--- src/rtl/frame_lock_checker_sat_counter.sv ---
// Saturating event counter with synchronous clear that overrides increment.
module frame_lock_checker_sat_counter #(
  parameter int unsigned W = 20
) (
  input  logic         clk,
  input  logic         reset,
  input  logic         inc_i,
  input  logic         clr_i,
  output logic [W-1:0] cnt_o
);
  logic [W-1:0] cnt_q, cnt_d;

  always_comb begin
    cnt_d = cnt_q;
    if (clr_i)                     cnt_d = '0;
    else if (inc_i && cnt_q != '1) cnt_d = cnt_q + W'(1);
  end

  always_ff @(posedge clk or negedge reset) begin
    if (!reset) cnt_q <= '0;
    else        cnt_q <= cnt_d;
  end

  assign cnt_o = cnt_q;
endmodule

--- config.mk ---
export PLATFORM = sky130hd
export DESIGN_NAME = frame_lock_checker_sat_counter
export DESIGN_NICKNAME = d
export VERILOG_FILES = /design/src/rtl/frame_lock_checker_sat_counter.sv
export SDC_FILE = /design/constraint.sdc
export NUM_CORES = 1
export LEC_CHECK = 0
export BUFFER_PORTS_ARGS = -buffer_cell sky130_fd_sc_hd__buf_2
export CAP_MARGIN = 20
export CORE_MARGIN = 5
export CORE_UTILIZATION = 38
export DETAILED_ROUTE_END_ITERATION = 8
export PLACE_DENSITY = 0.65
export SYNTH_ARGS = -nofsm -noshare
export SYNTH_HDL_FRONTEND = slang
export SYNTH_SLANG_ARGS = --single-unit
--- constraint.sdc ---
create_clock -name clk -period 1.6 [get_ports clk]
set_input_delay 0.24 -clock clk [delete_from_list [all_inputs] [get_ports clk]]
set_output_delay 0.24 -clock clk [all_outputs]
set_load 0.02 [all_outputs]
# Word-level counts from Yosys, hierarchy flattened
# Index checks and enable logic that the tools add are counted.
# op_classes
addsub,1
n_eq_ne,1
muxes,2
reduce_logical,2
# op_table
operator,count
two-way mux 20 bit,2
adder 20 x 1 -> 20 bit (second input constant),1
!= test 20 bit (second input constant),1
nonzero test 2 bit,1
logical AND 1 bit,1
# word_totals
reg_bits,20
output_inout_bits,20

# Logic depth before layout (Yosys ltp)
# Gate-level depths: netlist (run 1).
# depth
ltp_word,4
depth_mapped,6

# Worst setup path before layout (run 1)
# OpenSTA, ideal clock, no wires.
# synth_path
kind,register -> register
startpoint,register cnt_q[0] (netlist: cnt_o[0])
endpoint,register cnt_q[15] (netlist: cnt_o[15])
arrival_time_ns,1.700
required_time_ns,1.475
path_slack_ns,-0.225
stages_incl_launch_ff,6
path_buffers,1
period_less_slack_ns,1.825
cell_sequence,dfrtp_1 -> and4_1 -> clkbuf_1 -> nand4_2 -> nor4_1 -> mux2_2
# synth_via
elab_chain_len,3
# synth_rtl
item,line,rtl
start: declaration,11,"logic [W-1:0] cnt_q, cnt_d;"
start signal: assignment,21,else cnt_q <= cnt_d;
adder 20 x 1 -> 20 bit / != test 20 bit (equally long branches),16,else if (inc_i && cnt_q != '1) cnt_d = cnt_q + W'(1);
two-way mux 20 bit / logical AND 1 bit (equally long branches),16,
two-way mux 20 bit / nonzero test 2 bit (equally long branches),n/a,
# Parallel ways exist; a longest one is shown, timed or not. The select of a mux whose other input is x is not followed.
# A chain may end at the register's enable or synchronous reset.

# Final worst setup path (run 1)
# layout_path
startpoint,register cnt_q[0] (netlist: cnt_o[0])
endpoint,register cnt_q[5] (netlist: cnt_o[5])
# Same word-level chain as after synthesis.

==> results of run 1 <==
[cell usage after synthesis, types with 3 or more instances]
cell and n:
dfrtp_1 20, a21oi_1 14, nor2_1 10, nand2_1 8
nor2b_1 8, mux2_2 7, nand4_1 7, or3_1 6
and4_1 4, clkbuf_1 4, o21ai_0 4, o31ai_1 4
and3_1 3, inv_1 3
[repair_timing]
item	4_1_cts	5_1_grt
setup endpoints to repair	9	13
hold buffers	1	0
buffers inserted	8	3
hold endpoints to repair	20	0
pin swaps	3	13
gates resized for setup	3	16
gates cloned	0	0
[worst paths after layout]
| path | to | cells past startpoint | start |
|---|---|---|---|
| min in group asynchronous | cnt_o[18]$_DFFE_PN0P_ | 2 | reset |
| max reg2reg | cnt_o[5]$_DFFE_PN0P_ | 6 | cnt_o[0]$_DFFE_PN0P_ |
| max in group asynchronous | cnt_o[5]$_DFFE_PN0P_ | 2 | reset |
| min reg2reg | cnt_o[2]$_DFFE_PN0P_ | 2 | cnt_o[2]$_DFFE_PN0P_ |
| max | cnt_o[5]$_DFFE_PN0P_ | 6 | cnt_o[0]$_DFFE_PN0P_ |
| min | cnt_o[2]$_DFFE_PN0P_ | 3 | inc_i |
[final cells by class]
| cell class | instances | area [µm²] |
|---|---|---|
| Tap cell | 44 | 55.1 |
| Multi-Input combinational cell | 98 | 800 |
| Timing Repair Buffer | 59 | 392 |
| Inverter | 3 | 11.3 |
| Sequential cell | 20 | 517 |
| Fill cell | 281 | 1240 |
| Clock buffer | 4 | 36.3 |
[layer usage]
layer | GRT usage, % | wire length, µm
met5 | 0 | 0
met4 | 6.09 | 36
met3 | 2.02 | 104
met2 | 28.4 | 1660
met1 | 20.4 | 1430
[through the flow]
step | instances | TNS [ns] | total power, W | instance area, µm² | util [%]
floorplan | 128 | -0.681 | 0.000564 | 1310 | -
global placement | 212 | 0 | 0.000594 | 1610 | 52.6
detailed placement | 212 | -0.0975 | 0.000596 | 1610 | 52.6
CTS | 225 | -0.00683 | 0.000905 | 1720 | 56.4
global route | 228 | -0.951 | 0.000931 | 1810 | 59.3
finish | 228 | -0.114 | 0.000899 | 1810 | 59.3
[logic make-up (layout without fill, tap and decap cells)]
family                   after synthesis  count (layout)  share of synthesized area, %
AO/OA/AOI/OAI                         28              28                          14.5
adder cells (fa/ha/maj)                1               1                          1.03
buffers and inverters                 10              66                          3.61
flip-flops                            20              20                          41.3
multiplexers                           9               9                          8.26
AND/OR/NAND/NOR                       60              60                          31.3
[power groups by stage]
stage / Combinational, W / Sequential (W) / Clock (W)
2_1_floorplan: 0.0000306 / 0.000534 / 0
3_3_place_gp: 0.0000682 / 0.000526 / 0
3_5_place_dp: 0.0000688 / 0.000527 / 0
4_1_cts: 0.0000714 / 0.000518 / 0.000316
5_1_grt: 0.0000805 / 0.000519 / 0.000332
6_report: 0.0000702 / 0.000518 / 0.000311
[critical path: stages (launching register included)]
cell and delay, ns:
dfrtp_2 0.42, ha_4 0.16, nand2_4 0.06, nor4_4 0.34
buf_6 0.20, a21oi_4 0.06, mux2_4 0.29
==> metrics.cfg, run 1 <==
[global_routing]
grt_remaining_overflow=0
grt_pass1_vias=1205
grt_usage_pct=16.3
grt_start_max_net_pins=30
grt_pass1_wl_um=5620
antenna_found_initial=0

[logic_synthesis]
yosysSeqAreaShare_pct=41.3
ys_ff_latch=20
yosysTopAreaCellShare_pct=41.3
synthCells=128
synth_nets=133
synth_cell_types=35
syn_area_um2=1210
synth_warnings=0
yosysTopAreaCell=dfrtp_1
synthTopCellsByArea=dfrtp_1 (41%), mux2_2 (6.5%), a21oi_1 (5.8%)
synthArstFlopShare_pct=100
synthFlopType=dfrtp_1
synth-edff-count=0
synth_area_per_cell_um2=9.46

[power]
p_comb_share_pct=7.8
peakVddDrop_mv=0.375
p_sw_share_pct=24.4
switchingPower_w=0.000219
p_seq_share_pct=57.6
clock_power_share_pct=34.6
p_leak_nw=0.837
p_int_w=0.000680
p_per_area_nw_per_um2=496

[floorplanning]
dieArea_um2=4420
initial_utilization_pct=39.7
io_pins=24
core.rowCount=20
die_h_um=66.5
fp.coreArea_um2=3050
die_w_um=66.5

[sta]
grt_setup_unrepaired=yes
whs_ns=0.269
drv_slew=0
finalHoldViolCount=0
worst_slack_ns=-0.0350
fmaxAchievable_mhz=612
setup_viol=6
worst_pin_slew_ns=0.506
skew_ns=0.00210
timing.final.crit_share_pct=102
relSlewSlack_pct=66.2
layout_min_cycle_time_ns=1.64

[cts]
htreeDepth=1
cts_made_buffers=3
cts-root-buf=clkbuf_4
cts.sinks=20
cts.clk_slew.worst_paths_ns=0.12
tritoncts=done
insertion_delay_ns=0.31
clockBufferDepth=2

[run_status]
outcome=finished with violations
violations=setup timing

[critical_path]
cp_max_fo=6
reg2reg_slack_ns=-0.04
crit_arrival_ns=1.84
crit_path_end_kind=register
required_ns=1.81
crit_path_start_kind=register
critPathKind=reg2reg

[flow_run]
maxCapViolations=0

[cells_and_area]
mostFrequentLayoutCells=buf_4 (34), buf_2 (23), dfrtp_2 (13), nor2_1 (10), a21oi_1 (9)
layout-drive-gt1-share_pct=57.1
n_antenna_cell=0
nets=190
layout_commonest_cell=buf_4
syn_to_final_growth_pct=49.5
largest_register_ffs=20

[routing]
wl_um=3230
vias=1191
drtIter0Drc=32
ant_nets=0
avgViaCountPerCell=5.22
drcViolationCount=0
routedWlPerCell_um=14.2
drt_first_pass_iters=4

[placed_design]
portBuffers=23
place_congestion=0.788
place_ws_ns=-0.0548
dp_hpwl_um=2270

[worst_hold_path]
min-delay-path-class=in2reg

No activity file was read; power rests on OpenSTA's default activity.
==> run 2, diff against run 1 <==
--- a/config.mk
+++ b/config.mk
@@ -7,7 +7,7 @@
 export LEC_CHECK = 0
 export BUFFER_PORTS_ARGS = -buffer_cell sky130_fd_sc_hd__buf_2
 export CAP_MARGIN = 20
-export CORE_MARGIN = 5
+export CORE_MARGIN = 3
 export CORE_UTILIZATION = 38
 export DETAILED_ROUTE_END_ITERATION = 8
 export PLACE_DENSITY = 0.65
==> metrics.cfg, run 2 (synthesis results as in run 1) <==
[placed_design]
place_ws_ns=-0.0385  ; +0.0163 ns
dp_hpwl_um=2190  ; -3.5%
portBuffers=23  ; unchanged
place_congestion=0.833  ; +5.7%

[cts]
cts_made_buffers=3  ; unchanged
cts-root-buf=clkbuf_4
cts.clk_slew.worst_paths_ns=0.13  ; about the same
clockBufferDepth=2  ; unchanged
tritoncts=done
htreeDepth=1  ; unchanged
cts.sinks=20  ; unchanged
insertion_delay_ns=0.30  ; about the same

[global_routing]
grt_pass1_vias=1192  ; -1.1%
antenna_found_initial=0  ; unchanged
grt_remaining_overflow=0  ; unchanged
grt_usage_pct=15.8  ; -0.45 points
grt_start_max_net_pins=30  ; unchanged
grt_pass1_wl_um=5220  ; -7.1%

[floorplanning]
die_w_um=62.5  ; -6.0%
die_h_um=62.5  ; -6.0%
io_pins=24  ; unchanged
dieArea_um2=3900  ; -12%
initial_utilization_pct=41.8  ; +2.1 points
fp.coreArea_um2=2900  ; -5.0%
core.rowCount=19  ; -5.0%

[routing]
drcViolationCount=0  ; unchanged
drt_first_pass_iters=4  ; unchanged
vias=1190  ; -0.084%
drtIter0Drc=53  ; +66%
avgViaCountPerCell=5.15  ; -1.4%
routedWlPerCell_um=13.6  ; -4.3%
wl_um=3140  ; -3.0%
ant_nets=0  ; unchanged

[power]
p_leak_nw=0.871  ; +4.1%
peakVddDrop_mv=0.382  ; +1.9%
total_power_w=0.000860  ; -4.3%
p_per_area_nw_per_um2=455  ; -8.4%

[sta]
timing.final.crit_share_pct=99.4  ; -2.8 points
worst_pin_slew_ns=0.540  ; +0.0337 ns
tns_ns=0  ; +0.114 ns
layout_min_cycle_time_ns=1.59  ; -0.0450 ns
setup_viol=0  ; -6
worst_slack_ns=0.00997  ; +0.0450 ns
skew_ns=0.0116  ; +0.00951 ns
drv_slew=0  ; unchanged
fmaxAchievable_mhz=629  ; +2.8%
grt_setup_unrepaired=yes
relSlewSlack_pct=64.0  ; -2.2 points
whs_ns=0.285  ; +0.0150 ns
finalHoldViolCount=0  ; unchanged

[critical_path]
regToRegStartpoint=cnt_o[1]$_DFFE_PN0P_
crit_arrival_ns=1.83  ; about the same
cp_top_family=simple AND/OR/NAND/NOR gates
slowest_stage=dfrtp_2
crit_path_end_kind=register
cp_num_buf_inv=1  ; unchanged
crit_path_start_kind=register
reg2reg_slack_ns=0.01  ; +0.04 ns
cp_max_fo=7  ; +1
r2r_end=cnt_o[18]$_DFFE_PN0P_
critPathKind=reg2reg
required_ns=1.84  ; +0.03 ns
worstPathCellList=ha_4 > and3_4 > nand4_1 > buf_6 > or3_4 > a21oi_2
r2r_cells=6  ; unchanged
slowest_delay_ns=0.41  ; about the same

[cells_and_area]
layout-drive-gt1-share_pct=60.3  ; +3.3 points
largest_register_ffs=20  ; unchanged
syn_to_final_growth_pct=56.1
nets=195  ; +2.6%
n_antenna_cell=0  ; unchanged
layout_commonest_cell=buf_4
mostFrequentLayoutCells=buf_4 (35), buf_2 (23), dfrtp_2 (13), nor2_1 (10)

[flow_run]
maxCapViolations=0  ; unchanged

[worst_hold_path]
holdPathStages=3  ; unchanged
holdPathEnd=cnt_o[2]$_DFFE_PN0P_
hold_start=inc_i
min-delay-path-class=in2reg

[run_status]
outcome=finished clean

==> run 2: changes by cell type in the layout (fill, tap and decap cells not counted), moves of 2 or more <==
cell / delta
or3_1: -3
or3_4: +3
buf_6: +3
and4_2: +2
==> run 2: metrics by stage <==
step	instances	instance area, µm²	utilization, %
after floorplan	128	1310	-
after global placement	213	1630	56.1
after detailed placement	213	1630	56.1
after CTS	226	1750	60.3
after global routing	231	1890	65.2
final	231	1890	65.2
==> run 2: cell type report <==
| type | instances | area (µm²) |
|---|---|---|
| well taps | 42 | 52.6 |
| flip-flops and latches | 20 | 517 |
| inverters | 3 | 11.3 |
| clock buffers | 4 | 26.3 |
| fillers | 247 | 1010 |
| multi-input cells | 98 | 831 |
| repair buffers | 64 | 453 |
==> run 2: power by group <==
part	switching [W]	internal [W]
registers	0.00000563	0.000511
logic	0.0000446	0.0000385
clock network	0.000163	0.0000969
total	0.000213	0.000646
==> run 2: worst min-delay path, cell delays in order <==
cell and delay [ns]:
buf_2 0.12, a21oi_1 0.14, a211oi_1 0.07
==> run 2: worst max-delay path by stage <==
stage          slack [ns]             startpoint                    end  cells after the start
2_1_floorplan       -0.09   cnt_o[3]$_DFFE_PN0P_   cnt_o[0]$_DFFE_PN0P_                      6
3_3_place_gp       -0.006  cnt_o[13]$_DFFE_PN0P_   cnt_o[0]$_DFFE_PN0P_                      5
3_5_place_dp        -0.04   cnt_o[5]$_DFFE_PN0P_  cnt_o[14]$_DFFE_PN0P_                      4
4_1_cts             -0.03   cnt_o[0]$_DFFE_PN0P_   cnt_o[9]$_DFFE_PN0P_                      6
5_1_grt             -0.07  cnt_o[13]$_DFFE_PN0P_   cnt_o[5]$_DFFE_PN0P_                      5
6_report             0.01   cnt_o[1]$_DFFE_PN0P_  cnt_o[18]$_DFFE_PN0P_                      6
==> run 2: timing repair <==
item,4_1_cts,5_1_grt
endpoints found under the hold margin,20,0
resized for setup,6,21
pin swaps,6,13
endpoints found under the setup margin,8,17
hold buffers,1,0
setup buffers,8,5
==> run 2: per-layer routing <==
metal / routed length, µm / up-vias / global-route usage, %
li1: - / 601 / -
met1: 1450 / 570 / 20.7
met2: 1580 / 19 / 28.2
met3: 106 / 0 / 2.16
met4: 0 / 0 / 2.48
met5: 0 / - / 0
